$ cat config.mk
export PLATFORM = sky130hd
export DESIGN_NAME = multicycle_ctrl
export DESIGN_NICKNAME = d
export VERILOG_FILES = /design/src/rtl/isa_pkg.sv /design/src/rtl/ctrl_decode.sv /design/src/rtl/multicycle_ctrl.sv
export SDC_FILE = /design/constraint.sdc
export NUM_CORES = 1
export LEC_CHECK = 0
export ABC_AREA = 1
export CORE_MARGIN = 3
export CORE_UTILIZATION = 24
export CTS_CLUSTER_SIZE = 16
export DETAILED_ROUTE_END_ITERATION = 16
export GPL_TIMING_DRIVEN = 0
export HOLD_SLACK_MARGIN = 0.03
export PLACE_DENSITY = 0.48
export SLEW_MARGIN = 15
export SYNTH_ARGS = -nofsm -noshare
export SYNTH_HDL_FRONTEND = slang
export SYNTH_SLANG_ARGS = --single-unit
$ cat constraint.sdc
create_clock -name clk -period 1.6 [get_ports clk]
set_input_delay 0.24 -clock clk [delete_from_list [all_inputs] [get_ports clk]]
set_output_delay 0.24 -clock clk [all_outputs]
set_load 0.03 [all_outputs]
$ cat src/rtl/isa_pkg.sv
// Shared encodings for the 19-bit multi-cycle core: opcodes, FSM states,
// write-back and ALU selects, instruction field positions and the decoded-IR bundle.
package isa_pkg;

    localparam int OP_MSB = 18, OP_LSB = 15;
    localparam int F1_MSB = 14, F1_LSB = 10;
    localparam int F2_MSB = 9,  F2_LSB = 5;
    localparam int F3_MSB = 4,  F3_LSB = 0;
    localparam int IMM_MSB = 9, IMM_LSB = 0;

    localparam logic [3:0] OP_ADD  = 4'b0000;
    localparam logic [3:0] OP_SUB  = 4'b0001;
    localparam logic [3:0] OP_XOR  = 4'b0010;
    localparam logic [3:0] OP_MUL2 = 4'b0011;
    localparam logic [3:0] OP_BNEZ = 4'b0100;
    localparam logic [3:0] OP_MV   = 4'b0101;
    localparam logic [3:0] OP_LD   = 4'b0110;
    localparam logic [3:0] OP_ST   = 4'b0111;
    localparam logic [3:0] OP_LDI  = 4'b1000;
    localparam logic [3:0] OP_STI  = 4'b1001;

    typedef enum logic [2:0] {
        S_FETCH, S_DECODE, S_EXEC, S_MEM, S_WB, S_HALT
    } state_t;

    localparam logic [1:0] WB_ALU = 2'b00;
    localparam logic [1:0] WB_MEM = 2'b01;
    localparam logic [1:0] WB_IMM = 2'b10;
    localparam logic [1:0] WB_RS1 = 2'b11;

    localparam logic [1:0] ALU_ADD  = 2'b00;
    localparam logic [1:0] ALU_SUB  = 2'b01;
    localparam logic [1:0] ALU_XOR  = 2'b10;
    localparam logic [1:0] ALU_MUL2 = 2'b11;

    typedef struct packed {
        logic [F1_MSB-F1_LSB:0]   f1;
        logic [F2_MSB-F2_LSB:0]   f2;
        logic [F3_MSB-F3_LSB:0]   f3;
        logic [IMM_MSB-IMM_LSB:0] imm;
        logic [F3_MSB-F3_LSB:0]   waddr;
        logic [1:0]               wb_sel;
        logic [1:0]               alu_ctrl;
        logic                     is_write;
        logic                     is_branch;
        logic                     is_mem;
        logic                     is_load;
        logic                     mem_we;
        logic                     addr_imm;
        logic                     illegal;
    } dec_t;

endpackage

$ cat src/rtl/ctrl_decode.sv
// Combinational instruction decode: splits the IR into fields and derives the
// per-opcode control flags consumed by the sequencer.
module ctrl_decode
    import isa_pkg::*;
(
    input  logic [OP_MSB:0] ir,
    output dec_t            dec
);

    always_comb begin
        dec          = '0;
        dec.f1       = ir[F1_MSB:F1_LSB];
        dec.f2       = ir[F2_MSB:F2_LSB];
        dec.f3       = ir[F3_MSB:F3_LSB];
        dec.imm      = ir[IMM_MSB:IMM_LSB];
        dec.waddr    = ir[F3_MSB:F3_LSB];
        dec.wb_sel   = WB_ALU;
        dec.alu_ctrl = ALU_ADD;
        case (ir[OP_MSB:OP_LSB])
            OP_ADD, OP_SUB, OP_XOR, OP_MUL2: begin
                dec.is_write = 1'b1;
                // ALU opcodes are numbered in the same order as the alu_ctrl encoding
                dec.alu_ctrl = ir[OP_LSB+1:OP_LSB];
            end
            OP_BNEZ: dec.is_branch = 1'b1;
            OP_MV: begin
                dec.is_write = 1'b1;
                dec.wb_sel   = WB_RS1;
            end
            OP_LD: begin
                dec.is_mem  = 1'b1;
                dec.is_load = 1'b1;
                dec.wb_sel  = WB_MEM;
            end
            OP_ST: begin
                dec.is_mem = 1'b1;
                dec.mem_we = 1'b1;
            end
            OP_LDI: begin
                dec.is_write = 1'b1;
                dec.wb_sel   = WB_IMM;
                dec.waddr    = ir[F1_MSB:F1_LSB];
            end
            OP_STI: begin
                dec.is_mem   = 1'b1;
                dec.mem_we   = 1'b1;
                dec.addr_imm = 1'b1;
            end
            default: dec.illegal = 1'b1;
        endcase
    end

endmodule

$ cat src/rtl/multicycle_ctrl.sv
// Multi-cycle sequencer: owns PC and IR, fetches over a req/ready handshake and
// steps FETCH/DECODE/EXEC/MEM/WB, parking in HALT on undefined opcodes.
module multicycle_ctrl
    import isa_pkg::*;
#(
    parameter int              INST_W   = 19,
    parameter int              PC_W     = 10,
    parameter int              REG_AW   = 5,
    parameter logic [PC_W-1:0] RESET_PC = '0
) (
    input  logic              clk,
    input  logic              reset,
    output logic              imem_req,
    output logic [PC_W-1:0]   imem_addr,
    input  logic              imem_ready,
    input  logic [INST_W-1:0] imem_rdata,
    output logic [REG_AW-1:0] rf_raddr1,
    output logic [REG_AW-1:0] rf_raddr2,
    output logic [REG_AW-1:0] rf_raddr3,
    input  logic              rs1_is_zero,
    output logic              rf_we,
    output logic [REG_AW-1:0] rf_waddr,
    output logic [1:0]        wb_sel,
    output logic [1:0]        alu_ctrl,
    output logic [9:0]        imm,
    output logic              dmem_req,
    output logic              dmem_we,
    output logic              dmem_addr_sel,
    input  logic              dmem_ready,
    output logic [PC_W-1:0]   pc,
    output logic              retire,
    output logic              halted
);

    state_t            state, state_n;
    logic [INST_W-1:0] ir;
    logic [PC_W-1:0]   pc_n, pc_inc;
    logic              ir_ld;
    dec_t              dec;

    ctrl_decode u_dec (.ir(ir), .dec(dec));

    assign pc_inc    = pc + PC_W'(1);
    assign imem_addr = pc;
    assign rf_raddr1 = dec.f1;
    assign rf_raddr2 = dec.f2;
    assign rf_raddr3 = dec.f3;
    assign rf_waddr  = dec.waddr;
    assign imm       = dec.imm;

    always_ff @(posedge clk) begin
        if (reset) begin
            state <= S_FETCH;
            pc    <= RESET_PC;
            ir    <= '0;
        end else begin
            state <= state_n;
            pc    <= pc_n;
            if (ir_ld) ir <= imem_rdata;
        end
    end

    always_comb begin
        state_n       = state;
        pc_n          = pc;
        ir_ld         = 1'b0;
        imem_req      = 1'b0;
        rf_we         = 1'b0;
        wb_sel        = WB_ALU;
        alu_ctrl      = ALU_ADD;
        dmem_req      = 1'b0;
        dmem_we       = 1'b0;
        dmem_addr_sel = 1'b0;
        retire        = 1'b0;
        halted        = 1'b0;
        // outputs stay quiet while reset is held, whatever state is still registered
        if (!reset) begin
            case (state)
                S_FETCH: begin
                    imem_req = 1'b1;
                    if (imem_ready) begin
                        ir_ld   = 1'b1;
                        state_n = S_DECODE;
                    end
                end
                S_DECODE: state_n = dec.illegal ? S_HALT : S_EXEC;
                S_EXEC: begin
                    if (dec.is_mem) begin
                        state_n = S_MEM;
                    end else begin
                        rf_we    = dec.is_write;
                        wb_sel   = dec.wb_sel;
                        alu_ctrl = dec.alu_ctrl;
                        retire   = 1'b1;
                        pc_n     = (dec.is_branch && !rs1_is_zero) ? dec.imm[PC_W-1:0] : pc_inc;
                        state_n  = S_FETCH;
                    end
                end
                S_MEM: begin
                    dmem_req      = 1'b1;
                    dmem_we       = dec.mem_we;
                    dmem_addr_sel = dec.addr_imm;
                    if (dmem_ready) begin
                        if (dec.is_load) begin
                            state_n = S_WB;
                        end else begin
                            retire  = 1'b1;
                            pc_n    = pc_inc;
                            state_n = S_FETCH;
                        end
                    end
                end
                S_WB: begin
                    rf_we   = 1'b1;
                    wb_sel  = WB_MEM;
                    retire  = 1'b1;
                    pc_n    = pc_inc;
                    state_n = S_FETCH;
                end
                S_HALT:  halted = 1'b1;
                default: state_n = S_HALT;
            endcase
        end
    end

endmodule

---- Yosys cells after proc, flatten, opt, wreduce, memory -nomap -nowiden ----
Index checks and enable logic that the tools add are counted.
operators by class
  bitwise logic cells ..................... 1
  muxes and demuxes ....................... 47
  $add $sub $neg .......................... 1
  shift-type cells ........................ 0
  div/mod/pow operators ................... 0
  order comparisons ....................... 0
  multiply operators ...................... 0
  reduce and logical (&&, ||, !) cells .... 12
  equal/unequal tests ..................... 18
operator list
  operator                                             number
  two-way mux 10 bit                                   4
  case mux 10 bit (3 select lines)                     1
  two-way mux 1 bit                                    25
  case mux 3 bit (6 select lines)                      1
  equality test 4 x 3 -> 1 bit, second input constant  4
  two-way mux 2 bit                                    7
  two-way mux 3 bit                                    4
  adder 10 x 1 -> 10 bit, second input constant        1
  OR reduction 10 bit                                  1
  equality test 4 x 2 -> 1 bit, second input constant  2
  equality test 4 bit, second input constant           2
  != test 2 bit, second input constant                 4
  equality test 3 x 2 -> 1 bit, second input constant  2
  equality test 3 bit, second input constant           2
  case mux 2 bit (3 select lines)                      1
  OR reduction 6 bit                                   1
  two-way mux 5 bit                                    1
  equality test 4 x 1 -> 1 bit, second input constant  1
  zero test 4 bit                                      1
  case mux 2 bit (2 select lines)                      1
  AND reduction 4 bit                                  1
  OR reduction 4 bit                                   1
  equality test 3 x 1 -> 1 bit, second input constant  1
  zero test 3 bit                                      1
  9 further kinds                                      9
word-level totals
  memory bits (read-only) ................. 0
  memory bits (writable) .................. 0
  memories ................................ 0
  bits of input ports ..................... 24
  bits in latches ......................... 0
  output and inout port bits .............. 61
  bits in registers ....................... 32

---- Logic depth before layout (Yosys ltp) ----
  depth after elaboration ................. 6
  gate-level depth with buffers ........... 9
  mapped depth without buffers ............ 9

---- By module ----
A second synthesis with hierarchy kept.
second synthesis, totals
  cell total of the unflattened synthesis .. 342
  area, all modules ....................... 2264.7 um^2
by module, submodules not included
  module           cells an instance  area each (um^2)  instances
  multicycle_ctrl  276                1861.8            1
  ctrl_decode      66                 402.9             1

---- Least setup slack after synthesis ----
No wires, ideal clock.
  path type ............................... flip-flop to output port
  start point ............................. register state[2]
  end point ............................... output port dmem_we
  buffers on the path ..................... 0
  slack ................................... -0.267 ns
  stages on the path, launching flop included .. 6
  data required time ...................... 1.360 ns
  arrival ................................. 1.627 ns
  path through ............................ dfxtp_1 inv_1 nand3_2 nor2_1 inv_1 a21oi_1
between the ends
  longest elaborated chain between the ends .. 3
ends and longest elaborated chain
  element                       line                   RTL
  from (decl)                   multicycle_ctrl.sv:35  state_t state, state_n;
  from (signal assigned)        multicycle_ctrl.sv:57  state <= state_n;
  equality test 3 x 2 -> 1 bit  multicycle_ctrl.sv:78  case (state)
  two-way mux 1 bit             multicycle_ctrl.sv:78
  two-way mux 1 bit             multicycle_ctrl.sv:77  if (!reset) begin
  to (decl)                     multicycle_ctrl.sv:27  output logic dmem_we,
Every way passes these cells.

---- Worst setup path after layout ----
  start point ............................. register ir[17]
  end point ............................... output port retire
between the ends
  longest elaborated chain between the ends .. 6
  elaborated cells on any way between the ends .. 11
  classes of those cells .................. eq/ne: 3; mux: 7; reduce/logical: 1
ends and longest elaborated chain
  element                                                                   line                                           RTL
  from (decl)                                                               multicycle_ctrl.sv:36                          logic [INST_W-1:0] ir;
  from (signal assigned)                                                    multicycle_ctrl.sv:59                          if (ir_ld) ir <= imem_rdata;
  equality test 4 x 3 -> 1 bit or equality test 4 bit (tied branches)       ctrl_decode.sv:19                              case (ir[OP_MSB:OP_LSB])
  OR reduction 3 bit (no source line) or two-way mux 1 bit (tied branches)  n/a
  two-way mux 1 bit, on equally long branches                               ctrl_decode.sv:19, multicycle_ctrl.sv:104
  two-way mux 1 bit, on equally long branches                               multicycle_ctrl.sv:88, multicycle_ctrl.sv:103
  case mux 1 bit (3 select lines) *                                         multicycle_ctrl.sv:78
  two-way mux 1 bit *                                                       multicycle_ctrl.sv:77
  to (decl)                                                                 multicycle_ctrl.sv:31                          output logic retire,
Every way passes the cells marked *; elsewhere a longest branch is shown, timed or not.

==> out/summary.txt <==
Outcome = finished with violations
Failing checks = negative setup slack
Post-Syn Nets = 337
HP Start = reset
Share of the synthesized area in the top cell type = 0.310
Row count = 33
Switching power = 2.19 mW
Register area = 663 um2
CTS clk-pin slew, worst paths = 70 ps
Tmin final = 1770 ps
Worst clock skew = 8.59 ps
R2R Setup Slk = 90 ps
Die area = 9770 um2
Max rail drop VDD = 0.000350 V
Crit. End Element = primary output
NumNets Final = 438
Yosys warns = 0
First-pass detailed-route iteration total = 4
Placed Instance Area = 3050 um2
Chip height = 98.9 um
Global route overflow = 0
Initial Util = 0.249
CP startpoint kind = flip-flop
H-tree levels = 2
PwrDens = 1410 nW/um2
Worst-Margin Slew = 671 ps
Layout cells sized above 1 = 0.307
RSZ-0062 raised after global routing = yes
Post-Synthesis Cell Area = 2070 um2
WHS Path Cells = 2
First-pass GRT wire length = 10.5 mm
Filler cells = 868
Worst R2R End = imem_addr[1]
Min-Delay Path Class = in2reg
DR WL/cell = 12.7 um
Tcrit/Tclk final = 1.11
Total clock sinks = 32
Max-slew headroom = 0.553
Setup TNS = -972 ps
Post-route DRC = 0
Critical Path AT = 1530 ps
Setup WS post-layout = -169 ps
Register share of total power = 0.267
Setup violators final = 13
TritonCTS Buffers = 5
Synth Register Bits = 32
Distinct cells, synth = 28
Antenna diode instance count = 0
Multi-input gate area = 1120 um2
Synth top area cells = dfxtp_1 31%, nand2_1 14%, buf_4 13%
Placer Congestion = 0.798
Crit Path Category = reg2out
Worst Reg-to-Reg Cells = 9
Die W = 98.9 um
Cts hold-fix bufs = 0
Antenna violations before repair = 0
Total vias in the final route = 2231
MaxCap Viol Count = 0
Crit Path Max Fanout = 6
Via density = 4.30
Clock latency on the worst-skew pair = 290 ps
Most frequent cells in the layout = 69 x nand2_1, 49 x buf_4, 45 x dlygate4sd2_1, 30 x inv_1, 24 x dfxtp_1
Number of global-route vias before repair = 2143
Post-route cell area = 3400 um2
Tot Pwr = 4.79 mW
Antenna viol nets, final = 0
Layout Cells excl Fill = 519
Detailed-route wire length = 6.58 mm
Core area = 8300 um2
Final Max Tran Viols = 0
Most area-hungry cell type in the Yosys netlist = dfxtp_1
Clock Power Share = 0.162
Post-synthesis to final-layout area growth = 64.3%
Largest net degree at the start of global routing = 11
DR iter-0 viols = 63
F_max = 565 MHz
P_leak = 1.60 nW
Hpwl dp = 4.85 mm
Average size of a mapped cell = 6.63 um2
Commonest non-fill, non-tap cell in the layout = nand2_1
Placed cells = 500
Root Driver = clkbuf_8
WHS Endpoint = ir[18]
Logic pwr share = 0.571
Final Hold Vio Count = 0
Sw frac = 0.457
Seq/Total Area, Yosys = 0.310
TritonCTS clock tree = done
FF-to-FF Start = ir[17]
Worst hold margin = 332 ps
Pint = 2.60 mW
Worst Path Required = 1360 ps
Synth Instances = 312
IO Pins = 85
Total GRT Usage = 0.133
Worst-case clock buffer depth = 2
Number of port buffers = 83
==> logic make-up (layout without fill, tap and decap cells) <==
kind of cell	after synthesis	after routing	share of synthesized area
AOI/OAI and AO/OA	48	48	0.137
xor gates and xnor gates	2	2	0.00847
adders and majority gates	1	1	0.00604
buffers and inverters	82	184	0.227
DFF	32	32	0.310
and+or+nand+nor	147	147	0.311
==> timing repair <==
| item | 4_1_cts | 5_1_grt |
|---|---|---|
| pin swaps | 6 | 8 |
| resized for setup | 189 | 29 |
| endpoints found under the setup margin | 66 | 41 |
| buffers inserted | 5 | 6 |
==> registers in the layout (all words and copies together) (netlist names) <==
signal,cells
ir,19
imem_addr,10
state,3
==> final cells by class <==
type,instances,share of cell area
plain buffers,46,0.105
clock buffers,6,0.0213
clock inverters,2,0.0103
inverters,36,0.0430
multi-input cells,198,0.330
flip-flops and latches,32,0.195
well taps,105,0.0386
repair buffers,94,0.256
==> critical path, cell delays in order, from the launching register on <==
cell,delay (ps)
dfxtp_4,380
inv_4,50
nor2_4,160
nand3_2,120
nand2_2,90
nand3_4,80
buf_8,140
nand2_4,50
inv_2,40
buf_6,130
==> per-stage QoR <==
stage / utilization / setup WS (ps)
final: 0.410 / -169
after global placement: 0.367 / -737
after floorplan: - / -130
after global routing: 0.410 / -226
after CTS: 0.390 / -186
after detailed placement: 0.367 / -718
==> power groups by stage <==
| stage | Sequential (mW) | Clock, mW | Combinational, mW |
|---|---|---|---|
| final | 1.28 | 0.777 | 2.74 |
| after global routing | 1.32 | 0.832 | 2.97 |
| after CTS | 1.27 | 0.799 | 2.62 |
| after detailed placement | 1.25 | 0 | 2.60 |
| after global placement | 1.25 | 0 | 2.59 |
| after floorplan | 1.30 | 0 | 1.62 |
==> per-layer routing <==
| metal | global-route usage | up-vias | wire, um |
|---|---|---|---|
| met3 | 0.0297 | 6 | 352 |
| met4 | 0.0315 | 0 | 65 |
| met2 | 0.217 | 65 | 3130 |
| met5 | 0 | - | 0 |
| met1 | 0.178 | 997 | 3020 |
| li1 | - | 1163 | - |
==> Yosys cell counts <==
library cell	instances
nand2_2	2
o21ai_0	16
nor3_2	2
nor2_4	2
nor3_1	1
inv_1	34
nand3_2	2
clkbuf_1	5
a31oi_1	1
xor2_1	2
nor2b_1	1
nor2_2	1
inv_2	2
or2_2	1
nand2_1	77
o21ai_1	3
a21oi_1	11
buf_4	37
o21a_1	1
nand3_1	23
nand4_1	1
ha_1	1
nand3b_1	2
buf_2	1
nor2_1	32
dfxtp_1	32
buf_6	3
o31ai_1	16
==> how the worst max path moves through the flow <==
stage               start           to  slack (ps)  cells past startpoint
3_5_place_dp   dmem_ready       retire        -720                      9
3_3_place_gp   dmem_ready       retire        -740                      9
4_1_cts            ir[15]       retire        -190                      9
2_1_floorplan      ir[18]  rf_waddr[0]        -130                      5
5_1_grt            ir[17]       retire        -230                      9
6_report           ir[17]       retire        -170                      9
No activity file was read; power rests on OpenSTA's default activity.
